==> config.mk <==
export PLATFORM = sky130hd
export DESIGN_NAME = lib_decmps_to_pow2_seq_flat
export DESIGN_NICKNAME = d
export VERILOG_FILES = /design/src/rtl/lib_decmps_to_pow2_seq_if.sv /design/src/rtl/lib_decmps_to_pow2_seq.sv /design/src/flat_wrapper.sv
export SDC_FILE = /design/constraint.sdc
export NUM_CORES = 1
export LEC_CHECK = 0
export BUFFER_PORTS_ARGS = -buffer_cell sky130_fd_sc_hd__clkbuf_2
export CAP_MARGIN = 40
export CORE_UTILIZATION = 52
export DETAILED_ROUTE_END_ITERATION = 10
export GPL_TIMING_DRIVEN = 1
export HOLD_SLACK_MARGIN = 0.12
export PLACE_DENSITY = 0.81
export REMOVE_ABC_BUFFERS = 1
export SYNTH_ARGS = -nofsm -noshare
export SYNTH_HDL_FRONTEND = slang
export SYNTH_SLANG_ARGS = --single-unit
==> constraint.sdc <==
create_clock -name clk -period 3.95 [get_ports clk]
set_input_delay 0.395 -clock clk [delete_from_list [all_inputs] [get_ports clk]]
set_output_delay 0.395 -clock clk [all_outputs]
set_load 0.01 [all_outputs]
==> src/rtl/lib_decmps_to_pow2_seq_if.sv <==
// Handshake/data bundle for lib_decmps_to_pow2_seq: vector input side and
// streamed one-hot beat output side.
interface lib_decmps_to_pow2_seq_if #(
  parameter int unsigned WIDTH = 16,
  parameter int unsigned LANES = 2
);
  localparam int unsigned IDX_W = $clog2(WIDTH);

  logic                 vld_i;
  logic [WIDTH-1:0]     vect;
  logic                 rdy_o;
  logic                 vld_o;
  logic                 rdy_i;
  logic [LANES-1:0]     lane_vld;
  logic [WIDTH-1:0]     onehot   [LANES-1:0];
  logic [IDX_W-1:0]     idx      [LANES-1:0];
  logic                 last;
  logic [IDX_W:0]       beat_cnt;

  // Block side: consumes vectors, produces beats.
  modport slave (
    input  vld_i, vect, rdy_i,
    output rdy_o, vld_o, lane_vld, onehot, idx, last, beat_cnt
  );

  // Environment side: produces vectors, consumes beats.
  modport master (
    output vld_i, vect, rdy_i,
    input  rdy_o, vld_o, lane_vld, onehot, idx, last, beat_cnt
  );
endinterface

==> src/rtl/lib_decmps_to_pow2_seq.sv <==
// Streams the set bits of a WIDTH-bit vector as one-hot vectors, up to LANES
// per beat, in LSB-first (LSB_MSB=0) or MSB-first (LSB_MSB=1) order.
module lib_decmps_to_pow2_seq #(
  parameter bit          LSB_MSB = 1'b0,
  parameter int unsigned WIDTH   = 16,
  parameter int unsigned LANES   = 2
) (
  input  logic                     clk,
  input  logic                     rstn,
  lib_decmps_to_pow2_seq_if.slave  bus
);
  localparam int unsigned IDX_W = $clog2(WIDTH);

  typedef enum logic {IDLE, BUSY} state_e;

  state_e            state_q;
  logic [WIDTH-1:0]  res_q;
  logic [WIDTH-1:0]  res_d;
  logic [IDX_W:0]    beat_cnt_q;

  logic [WIDTH-1:0]  oh_c   [LANES-1:0];
  logic [IDX_W-1:0]  idx_c  [LANES-1:0];
  logic [LANES-1:0]  lvld_c;

  logic busy;
  logic last_c;
  logic out_acc;
  logic in_acc;
  logic rdy_c;

  // Cascade of find-first-set stages; each stage sees only bits not claimed
  // by earlier lanes, and whatever survives all stages is the next residue.
  always_comb begin
    logic [WIDTH-1:0] avail;
    logic [IDX_W-1:0] pos;
    logic             found;
    avail = res_q;
    pos   = '0;
    for (int unsigned k = 0; k < LANES; k++) begin
      found    = 1'b0;
      oh_c[k]  = '0;
      idx_c[k] = '0;
      for (int unsigned i = 0; i < WIDTH; i++) begin
        pos = LSB_MSB ? IDX_W'(WIDTH - 1 - i) : IDX_W'(i);
        if (!found && avail[pos]) begin
          found       = 1'b1;
          oh_c[k][pos] = 1'b1;
          idx_c[k]    = pos;
        end
      end
      lvld_c[k] = found;
      avail     = avail & ~oh_c[k];
    end
    res_d = avail;
  end

  // Handshake terms; a beat can retire and a new vector load in one cycle.
  always_comb begin
    busy    = (state_q == BUSY);
    last_c  = busy && (res_d == '0);
    out_acc = busy && bus.rdy_i;
    rdy_c   = !busy || (out_acc && last_c);
    in_acc  = bus.vld_i && rdy_c;
  end

  // State, residue and beat counter.
  always_ff @(posedge clk or negedge rstn) begin
    if (!rstn) begin
      state_q    <= IDLE;
      res_q      <= '0;
      beat_cnt_q <= '0;
    end else if (in_acc) begin
      state_q    <= BUSY;
      res_q      <= bus.vect;
      beat_cnt_q <= '0;
    end else if (out_acc) begin
      res_q      <= res_d;
      beat_cnt_q <= beat_cnt_q + 1'b1;
      if (last_c) begin
        state_q <= IDLE;
      end
    end
  end

  assign bus.rdy_o    = rdy_c;
  assign bus.vld_o    = busy;
  assign bus.lane_vld = lvld_c;
  assign bus.onehot   = oh_c;
  assign bus.idx      = idx_c;
  assign bus.last     = last_c;
  assign bus.beat_cnt = beat_cnt_q;

endmodule
==> src/flat_wrapper.sv <==
// flat-port wrapper written by rule: the top's interface ports become plain ports
module lib_decmps_to_pow2_seq_flat 
#(
  parameter bit          LSB_MSB = 1'b0,
  parameter int unsigned WIDTH   = 16,
  parameter int unsigned LANES   = 2
)
  (clk, rstn, bus_vld_i, bus_vect, bus_rdy_i, bus_rdy_o, bus_vld_o, bus_lane_vld, bus_onehot, bus_idx, bus_last, bus_beat_cnt);
  lib_decmps_to_pow2_seq_if #(.WIDTH(WIDTH), .LANES(LANES)) bus_i ();
  input  logic clk;
  input  logic rstn;
  input wire logic [$bits(bus_i.vld_i)-1:0] bus_vld_i;
  input wire logic [$bits(bus_i.vect)-1:0] bus_vect;
  input wire logic [$bits(bus_i.rdy_i)-1:0] bus_rdy_i;
  output wire logic [$bits(bus_i.rdy_o)-1:0] bus_rdy_o;
  output wire logic [$bits(bus_i.vld_o)-1:0] bus_vld_o;
  output wire logic [$bits(bus_i.lane_vld)-1:0] bus_lane_vld;
  output wire logic [$bits(bus_i.onehot)-1:0] bus_onehot;
  output wire logic [$bits(bus_i.idx)-1:0] bus_idx;
  output wire logic [$bits(bus_i.last)-1:0] bus_last;
  output wire logic [$bits(bus_i.beat_cnt)-1:0] bus_beat_cnt;
  assign bus_i.vld_i = bus_vld_i;
  assign bus_i.vect = bus_vect;
  assign bus_i.rdy_i = bus_rdy_i;
  assign bus_rdy_o = bus_i.rdy_o;
  assign bus_vld_o = bus_i.vld_o;
  assign bus_lane_vld = bus_i.lane_vld;
  assign bus_onehot = {>>{bus_i.onehot}};
  assign bus_idx = {>>{bus_i.idx}};
  assign bus_last = bus_i.last;
  assign bus_beat_cnt = bus_i.beat_cnt;
  lib_decmps_to_pow2_seq #(.LSB_MSB(LSB_MSB), .WIDTH(WIDTH), .LANES(LANES)) u_core (.clk(clk), .rstn(rstn), .bus(bus_i));
endmodule
Yosys cells after proc, flatten, opt, wreduce, memory -nomap -nowiden:

Cells that the tools add are included.

* bits in registers: 22
* input bits: 20
* output and inout port bits: 50
* word-level logic and storage cells: 177

* add/subtract/negate cells: 1
* mux-type cells: 99
* bitwise logic cells: 4
* reduce and logical (&&, ||, !) cells: 70

Operators by type and width (number)
* $mux W4: 22
* $mux W1: 67
* $logic_and A1 B1 Y1: 34
* $and A16 B16 Y16: 2
* $mux W16: 2
* $not A16 Y16: 2
* $logic_not A1 Y1: 31
* $logic_not A16 Y1: 1
* $mux W3: 4
* $mux W5: 2
* $add A5 B1 Y5 const B: 1
* $mux W2: 2
* $reduce_bool A2 Y1: 2
* $reduce_and A2 Y1: 1
* $logic_or A1 B1 Y1: 1

Depth between registers and ports, before layout:

Gate-level depths: netlist of the first run.

* depth after elaboration: 103
* depth in mapped cells: 12
* mapped depth without buffers: 9

Least setup slack after synthesis of the first run:

OpenSTA, ideal clock, no wires.

* kind: register to output
* start point: register u_core.res_q[4]
* end point: output bus_idx[5]
* arrival: 3.341 ns
* required time: 3.555 ns
* slack: 0.214 ns
* stages on the path, launching flop included: 12
* path buffers: 2
* cells stage by stage: dfrtp_1 -> buf_6 -> or4_4 -> or2_1 -> buf_6 -> a2111o_1 -> a21oi_1 -> or2b_1 -> nor4b_1 -> or3_1 -> nor2_1 -> or4b_2

* word-level cells in the longest chain between the ends: 39
* elaborated cells between the ends (all ways): 94
* classes of those cells: mux (46); bitwise (2); reduce/logical (46)

RTL lines
* start, declared: RTL line lib_decmps_to_pow2_seq.sv:17 `logic [WIDTH-1:0] res_q;`
* start signal, assigned: RTL line lib_decmps_to_pow2_seq.sv:74 `res_q <= bus.vect;`
* start signal, assigned: RTL line lib_decmps_to_pow2_seq.sv:77 `res_q <= res_d;`
* $logic_and A1 B1 Y1: RTL line lib_decmps_to_pow2_seq.sv:45 `if (!found && avail[pos]) begin`
* $mux W1: RTL line lib_decmps_to_pow2_seq.sv:45
* $not A16 Y16 / $logic_not A1 Y1 (equally long branches): RTL line lib_decmps_to_pow2_seq.sv:52, lib_decmps_to_pow2_seq.sv:45
* $and A16 B16 Y16 (*): RTL line lib_decmps_to_pow2_seq.sv:52 `avail = avail & ~oh_c[k];`
* $logic_and A1 B1 Y1 / $mux W1 (equally long branches): RTL line lib_decmps_to_pow2_seq.sv:45
* $mux W1 (tied with other cells): RTL line lib_decmps_to_pow2_seq.sv:45
* $logic_not A1 Y1 (tied with other cells): RTL line lib_decmps_to_pow2_seq.sv:45
* $logic_and A1 B1 Y1 / $mux W1 (equally long branches): RTL line lib_decmps_to_pow2_seq.sv:45
* [23 not listed]
* $logic_and A1 B1 Y1 / $mux W1 (equally long branches): RTL line lib_decmps_to_pow2_seq.sv:45
* $mux W1 (tied with other cells): RTL line lib_decmps_to_pow2_seq.sv:45
* $logic_not A1 Y1 (tied with other cells): RTL line lib_decmps_to_pow2_seq.sv:45
* $logic_and A1 B1 Y1 / $mux W1 (equally long branches): RTL line lib_decmps_to_pow2_seq.sv:45
* $mux W1 / $not A16 Y16 (equally long branches): RTL line lib_decmps_to_pow2_seq.sv:45, lib_decmps_to_pow2_seq.sv:52
* $logic_not A1 Y1 / $and A16 B16 Y16 (equally long branches): RTL line lib_decmps_to_pow2_seq.sv:45, lib_decmps_to_pow2_seq.sv:52
* $logic_and A1 B1 Y1: RTL line lib_decmps_to_pow2_seq.sv:45
* $mux W4 (*): RTL line lib_decmps_to_pow2_seq.sv:45
* end, declared: RTL line flat_wrapper.sv:19 `output wire logic [$bits(bus_i.idx)-1:0] bus_idx;`

Mark *: on every way between the ends. The rest lies on a longest branch, timed or not.

Worst setup path after layout of the first run:

* start point: register u_core.res_q[1]
* end point: output bus_idx[5]

* word-level cells in the longest chain between the ends: 48
* elaborated cells between the ends (all ways): 117
* classes of those cells: mux (57); bitwise (2); reduce/logical (58)

RTL lines (RTL line)
* $logic_and A1 B1 Y1: lib_decmps_to_pow2_seq.sv:45
* $mux W1: lib_decmps_to_pow2_seq.sv:45
* $not A16 Y16 / $logic_not A1 Y1 (equally long branches): lib_decmps_to_pow2_seq.sv:52, lib_decmps_to_pow2_seq.sv:45
* $and A16 B16 Y16 (*): lib_decmps_to_pow2_seq.sv:52
* $logic_and A1 B1 Y1 / $mux W1 (equally long branches): lib_decmps_to_pow2_seq.sv:45
* $mux W1 (tied with other cells): lib_decmps_to_pow2_seq.sv:45
* $logic_not A1 Y1 (tied with other cells): lib_decmps_to_pow2_seq.sv:45
* $logic_and A1 B1 Y1 / $mux W1 (equally long branches): lib_decmps_to_pow2_seq.sv:45
* [32 not listed]
* $logic_and A1 B1 Y1 / $mux W1 (equally long branches): lib_decmps_to_pow2_seq.sv:45
* $mux W1 (tied with other cells): lib_decmps_to_pow2_seq.sv:45
* $logic_not A1 Y1 (tied with other cells): lib_decmps_to_pow2_seq.sv:45
* $logic_and A1 B1 Y1 / $mux W1 (equally long branches): lib_decmps_to_pow2_seq.sv:45
* $mux W1 / $not A16 Y16 (equally long branches): lib_decmps_to_pow2_seq.sv:45, lib_decmps_to_pow2_seq.sv:52
* $logic_not A1 Y1 / $and A16 B16 Y16 (equally long branches): lib_decmps_to_pow2_seq.sv:45, lib_decmps_to_pow2_seq.sv:52
* $logic_and A1 B1 Y1: lib_decmps_to_pow2_seq.sv:45
* $mux W4 (*): lib_decmps_to_pow2_seq.sv:45

Marked as above.

==> results of run 1 <==
[metrics by stage]
stage | power, mW | utilization | std cells | hold WS [ns]
after global placement | 2.60 | 0.642 | 400 | 0.407
after CTS | 2.79 | 0.653 | 403 | 0.142
final | 2.93 | 0.673 | 405 | 0.107
after floorplan | 1.85 | - | 267 | 0.0994
after detailed placement | 2.63 | 0.642 | 400 | 0.427
after global routing | 3.17 | 0.673 | 405 | 0.159
[flip-flops by register name, indices dropped and copies added (netlist names)]
signal	count
u_core.bus.vld_o	1
u_core.res_q	16
u_core.bus.beat_cnt	5
[worst max-delay path, delay by kind of cell, from the launching register on]
family / cells / cell delay (ns)
AND/OR/NAND/NOR: 7 / 1.86
AO/OA/AOI/OAI: 2 / 0.74
flip-flops: 1 / 0.47
buffers and inverters: 1 / 0.12
[final timing paths]
check | startpoint | endpoint | slack, ns | depth (start not counted)
setup / recovery | u_core.res_q[1] | bus_idx[5] | 0.11 | 10
hold / removal | rstn | u_core.res_q[10] | 0.11 | 1
setup reg to reg | u_core.res_q[1] | u_core.res_q[3] | 0.35 | 9
hold reg to reg | u_core.bus.beat_cnt[0] | u_core.bus.beat_cnt[0] | 0.57 | 1
max in group asynchronous | rstn | u_core.res_q[4] | 3.46 | 1
min in group clk | bus_vect[10] | u_core.res_q[10] | 0.33 | 3
[where the power goes]
| part | switching [mW] | total (mW) | internal, mW |
|---|---|---|---|
| combinational | 1.32 | 2.31 | 0.987 |
| sequential | 0.166 | 0.482 | 0.315 |
| clock | 0.0734 | 0.142 | 0.0682 |
[layout make-up]
cell class	count	area, um2	share of cell area
inverters	19	71.3	0.0263
well taps	50	62.6	0.0231
clock buffers	3	41.3	0.0152
flip-flops and latches	22	551	0.203
multi-input cells	226	1520	0.560
repair buffers	85	468	0.173
[logic make-up (layout without fill, tap and decap cells)]
logic type,count (synthesis),in the layout
flip-flops,22,22
other,1,1
buffers and inverters,44,107
multiplexers,11,11
adder cells (fa/ha/maj),4,4
AO/OA/AOI/OAI,92,92
XOR/XNOR,3,3
AND/OR/NAND/NOR,115,115
[layer usage]
metal  wire [um]  part of all wire  GRT usage  vias up
met5           0                 0          0        -
met4          87             0.013     0.0931        0
met3         621             0.089     0.0308       11
met2        3300              0.48      0.536      176
met1        2940              0.42      0.441     1240
li1            -                 -          -     1215
[placed cells by master (no fill, tap or decap), types with 5 or more instances in the layout]
master	Yosys	final
a211oi_1	10	8
a21oi_1	28	27
buf_4	2	17
clkbuf_2	0	68
dfrtp_1	22	22
inv_1	19	19
mux2i_1	7	7
nand2_1	21	21
nand3_1	9	9
nand4_1	5	5
nor2_1	26	25
nor3_1	13	13
o21ai_0	13	13
o221ai_1	5	5
or3_1	5	5
[repair_timing]
action                                  CTS  global route
pin swaps                                 0             2
buffers inserted                          0             2
endpoints found under the setup margin    1            10
hold buffers                              0             0
gates resized for setup                   2            11
==> impl_metrics.py, run 1 <==
metrics = {
    "logic_synthesis": {
        "synth_top_area_frac": 0.250,
        "synth_cell_types": 64,
        "yosysMostFrequentCell": "a21oi_1",
        "synthMuxAreaShare": 0.0558,
        "synth_flop_cell": "dfrtp_1",
        "post_synth_inst_count": 292,
        "async_flop_share": 1.00,
        "synthXorXnorAreaFrac": 0.0120,
        "synth_compound_area_frac": 0.291,
        "ys_seq_elements": 22,
        "netlist_area_um2": 2200,
        "yosys.area_share.simple": 0.279,
        "avgSynthCellArea_um2": 7.53,
        "ys_warn_count": 0,
        "synth.area.top_cells": "dfrtp_1 25%, a21oi_1 6.4%, nor2_1 4.4%",
        "ys_top_cells_by_count": "28 x a21oi_1, 26 x nor2_1, 22 x dfrtp_1",
        "synth_fa_ha_area_frac": 0.0199,
        "synth-edff-count": 0,
        "synth_seq_area_share": 0.250,
        "synth_top_family_by_area": "compound AO/OA/AOI/OAI gates",
        "yosysTopAreaCell": "dfrtp_1",
    },
    "finish": {
        "areaGrowthSynthToFinish_pct": 23.4,
        "drive_gt1_frac": 0.318,
        "nets": 378,
        "n_antenna_cell": 0,
        "n_fill_cell": 347,
        "postLayoutCellArea_um2": 2710,
    },
    "worst_setup_path": {
        "crit_slowest_cell": "or4_4",
        "end_kind": "output pin",
        "required_ns": 3.56,
        "cp_max_fo": 9,
        "cp-start-kind": "flip-flop",
        "arrival_ns": 3.45,
        "worstSetupPathType": "flip-flop to output pin",
        "cpPeakStageDelay_ns": 0.54,
        "crit_chain": "or4_4 -> or2_1 -> a2111o_1 -> a21oi_4 -> or2b_1 -> nor4b_2 -> or3_1 -> nor2_1 -> or4b_2 -> clkbuf_2",
    },
    "global_routing": {
        "grt_pass1_vias": 2237,
        "grt_max_degree": 23,
        "grt_pass1_wl_mm": 11.0,
        "grt_overflow": 0,
        "antenna_found_initial": 0,
        "grt_use_total": 0.324,
    },
    "timing": {
        "drv_slew": 0,
        "setup_ws_ns": 0.110,
        "slew_headroom": 0.497,
        "setup-violations-final": 0,
        "finalCritPeriodShare": 0.972,
        "worst_pin_slew_ns": 0.747,
        "finalSetupTns_ns": 0,
        "period_minus_slack_ns": 3.84,
        "finalHoldViolCount": 0,
        "fin_skew_ns": 0.00154,
        "fmax_mhz": 260,
    },
    "job": {
        "max-cap-violations": 0,
    },
    "cts": {
        "cts.reportedPaths.clkPinSlew_ns": 0.08,
        "cts_buffers": 3,
        "clk_latency_ns": 0.26,
        "ctsHtreeMaxLevel": 1,
        "cts_sinks": 22,
        "cts_tree": "yes",
        "root_buffer": "clkbuf_8",
        "cts_max_path_buffers": 2,
    },
    "hold_path": {
        "min_path_type": "input pin to asynchronous set/reset pin",
    },
    "status": {
        "outcome": "finished clean",
    },
    "route": {
        "drtPass1Iterations": 5,
        "final_antenna_net_count": 0,
        "drt_iter0_drc": 384,
        "route.detailed.drc": 0,
        "wirelength_mm": 6.95,
        "vias": 2642,
        "wl_per_cell_um": 17.2,
        "routed_via_density": 6.52,
    },
    "floorplan": {
        "dieArea_um2": 4490,
        "core_um2": 4030,
        "num_rows": 23,
        "die_w_um": 67.0,
        "ios": 70,
        "die_height_um": 67.0,
        "initial_core_util": 0.546,
    },
    "place": {
        "place_area_um2": 2590,
        "post-dp-hpwl_mm": 5.28,
        "dp_slack_ns": 0.0823,
        "io_buffers": 68,
        "gp_congestion": 0.945,
    },
    "pwr": {
        "powerDensity_nw_per_um2": 1080,
        "peakVddDrop_uv": 585,
        "leakagePower_nw": 1.36,
    },
}
(Power assumes the default switching activity.)
==> run 2, diff against run 1 <==
==> constraint.sdc (replaced) <==
create_clock -name clk -period 3.95 [get_ports clk]
set_input_delay 0.1975 -clock clk [delete_from_list [all_inputs] [get_ports clk]]
set_output_delay 0.1975 -clock clk [all_outputs]
set_load 0.01 [all_outputs]
==> run 2 against run 1 <==
Compared with the run above:
- combinational power shrank 3%
- utilization down 1.3 points
- critical path type unchanged
- fmax up 1.4%
- flip-flop and latch count did not move
- critical path depth grew 1
- non-clock buffer count grew 1
- clock power shrank 4%
- first-iteration DRC count is 34% lower
- power shrank 3.0%
- setup slack better by 0.052 ns
- via count is 2.5% lower
- global-route usage grew 0.27 points
==> impl_metrics.py, run 2 (same netlist as run 1, synthesis figures left out) <==
metrics = {
    "finish": {
        "nets": 379,
        "areaGrowthSynthToFinish_pct": 21.1,
        "largest_reg_flops": 16,
        "final_cell_mix": "68 x clkbuf_2, 28 x a21oi_1, 26 x nor2_1, 22 x dfrtp_1, 21 x nand2_1",
        "regMostFlops": "u_core.res_q",
        "drive_gt1_frac": 0.298,
        "n_antenna_cell": 0,
        "final_util": 0.661,
        "final_common_cell": "clkbuf_2",
    },
    "hold_path": {
        "hold-path-cell-count": 3,
        "min_path_type": "input pin to flip-flop",
    },
    "timing": {
        "holdWs_ns": 0.150,
        "finalHoldViolCount": 0,
        "slew_headroom": 0.495,
        "drv_slew": 0,
        "worst_pin_slew_ns": 0.757,
        "finalCritPeriodShare": 0.959,
        "period_minus_slack_ns": 3.79,
        "finalSetupTns_ns": 0,
        "setup-violations-final": 0,
        "rsz0062_at_grt": "false",
        "fin_skew_ns": 0.00896,
        "fmax_mhz": 264,
    },
    "cts": {
        "cts.reportedPaths.clkPinSlew_ns": 0.08,
        "cts_max_path_buffers": 2,
        "cts_sinks": 22,
        "root_buffer": "clkbuf_8",
        "clk_latency_ns": 0.26,
        "ctsHtreeMaxLevel": 1,
        "cts_setup_buffers": 0,
        "cts_buffers": 3,
        "cts_tree": "yes",
    },
    "floorplan": {
        "num_rows": 23,
        "die_height_um": 67.0,
        "initial_core_util": 0.546,
        "die_w_um": 67.0,
        "ios": 70,
        "core_um2": 4030,
        "dieArea_um2": 4490,
    },
    "route": {
        "wirelength_mm": 6.95,
        "vias": 2576,
        "drtPass1Iterations": 5,
        "wl_per_cell_um": 17.1,
        "routed_via_density": 6.34,
        "route.detailed.drc": 0,
        "drt_iter0_drc": 254,
        "final_antenna_net_count": 0,
    },
    "place": {
        "gp_congestion": 0.945,
        "io_buffers": 68,
        "post-dp-hpwl_mm": 5.39,
    },
    "worst_setup_path": {
        "reg2reg_depth": 9,
        "end_kind": "output pin",
        "required_ns": 3.75,
        "worstSetupPathType": "flip-flop to output pin",
        "cp_max_fo": 8,
        "arrival_ns": 3.59,
        "cp-start-kind": "flip-flop",
    },
    "pwr": {
        "leakagePower_nw": 1.35,
        "p_sw_frac": 0.531,
        "peakVddDrop_uv": 601,
        "p_int_mw": 1.33,
        "sequentialPowerShare": 0.167,
        "powerDensity_nw_per_um2": 1070,
        "p_switching_mw": 1.51,
        "p_clk_frac": 0.048,
        "power_frac_comb": 0.785,
    },
    "global_routing": {
        "grt_pass1_vias": 2273,
        "grt_overflow": 0,
        "grt_use_total": 0.326,
        "antenna_found_initial": 0,
        "grt_pass1_wl_mm": 11.1,
        "grt_max_degree": 23,
    },
    "status": {
        "outcome": "finished clean",
    },
    "job": {
        "max-cap-violations": 0,
    },
}
==> run 2: cell types whose count changed in the layout (fill, tap and decap cells not counted) <==
cell	previous run	this run
nor4_1	3	5
a211oi_1	8	10
dlygate4sd3_1	0	1
a21oi_1	27	28
nor2_1	25	26
o311ai_1	0	1
nor2_2	1	0
o311ai_2	1	0
nor4_4	2	0
a211oi_2	2	0
a21oi_4	1	0
==> run 2: cell type report <==
cell class	instances	area (um2)
Sequential cell	22	551
Tap cell	50	62.6
Timing Repair Buffer	86	478
Inverter	19	71.3
Clock buffer	3	41.3
Multi-Input combinational cell	226	1460
Fill cell	368	1370
==> run 2: critical path, stage by stage, from the launching register on <==
cell and delay [ns]:
dfrtp_1 0.46, or4_4 0.54, or2_1 0.33, a2111o_1 0.49, a21oi_1 0.23, buf_4 0.17
or2b_1 0.30, nor4b_2 0.28, or3_1 0.16, nor2_1 0.04, or4b_2 0.20, clkbuf_2 0.12
==> run 2: final timing paths <==
path                                         from                      to  slack [ns]
min                                   bus_vect[6]         u_core.res_q[6]        0.15
max reg2reg                       u_core.res_q[1]         u_core.res_q[9]        0.23
min in group asynchronous                    rstn  u_core.bus.beat_cnt[2]        0.47
max in group asynchronous                    rstn  u_core.bus.beat_cnt[4]        3.11
max                               u_core.res_q[1]              bus_idx[5]        0.16
min reg2reg                u_core.bus.beat_cnt[4]  u_core.bus.beat_cnt[4]        0.59
==> run 2: per-layer routing <==
| layer | vias to the layer above | part of all wire | GRT usage |
|---|---|---|---|
| li1 | 1217 | - | - |
| met1 | 1215 | 0.44 | 0.444 |
| met2 | 133 | 0.47 | 0.534 |
| met3 | 11 | 0.068 | 0.0462 |
| met4 | 0 | 0.014 | 0.0878 |
| met5 | - | 0 | 0 |
==> run 2: what timing repair did <==
item / in CTS / in global routing
hold buffers: 1 / 0
endpoints found under the hold margin: 22 / 0
resized for setup: 0 / 3
setup endpoints to repair: 0 / 1
==> run 2: power by group through the flow <==
| stage | registers (mW) | logic, mW | clock network, mW |
|---|---|---|---|
| 4_1_cts | 0.470 | 2.19 | 0.139 |
| 5_1_grt | 0.492 | 2.45 | 0.147 |
| 3_5_place_dp | 0.474 | 2.18 | 0 |
| 6_report | 0.475 | 2.24 | 0.136 |
| 3_3_place_gp | 0.468 | 2.16 | 0 |
| 2_1_floorplan | 0.508 | 1.35 | 0 |
==> run 2: per-stage QoR <==
stage	std cells	instance area, um2	setup slack, ns	power, mW
6_report	406	2660	0.162	2.85
3_5_place_dp	402	2600	0.321	2.65
5_1_grt	406	2660	0.00596	3.09
2_1_floorplan	267	2070	0.290	1.85
3_3_place_gp	402	2600	0.425	2.63
4_1_cts	406	2650	0.0191	2.80
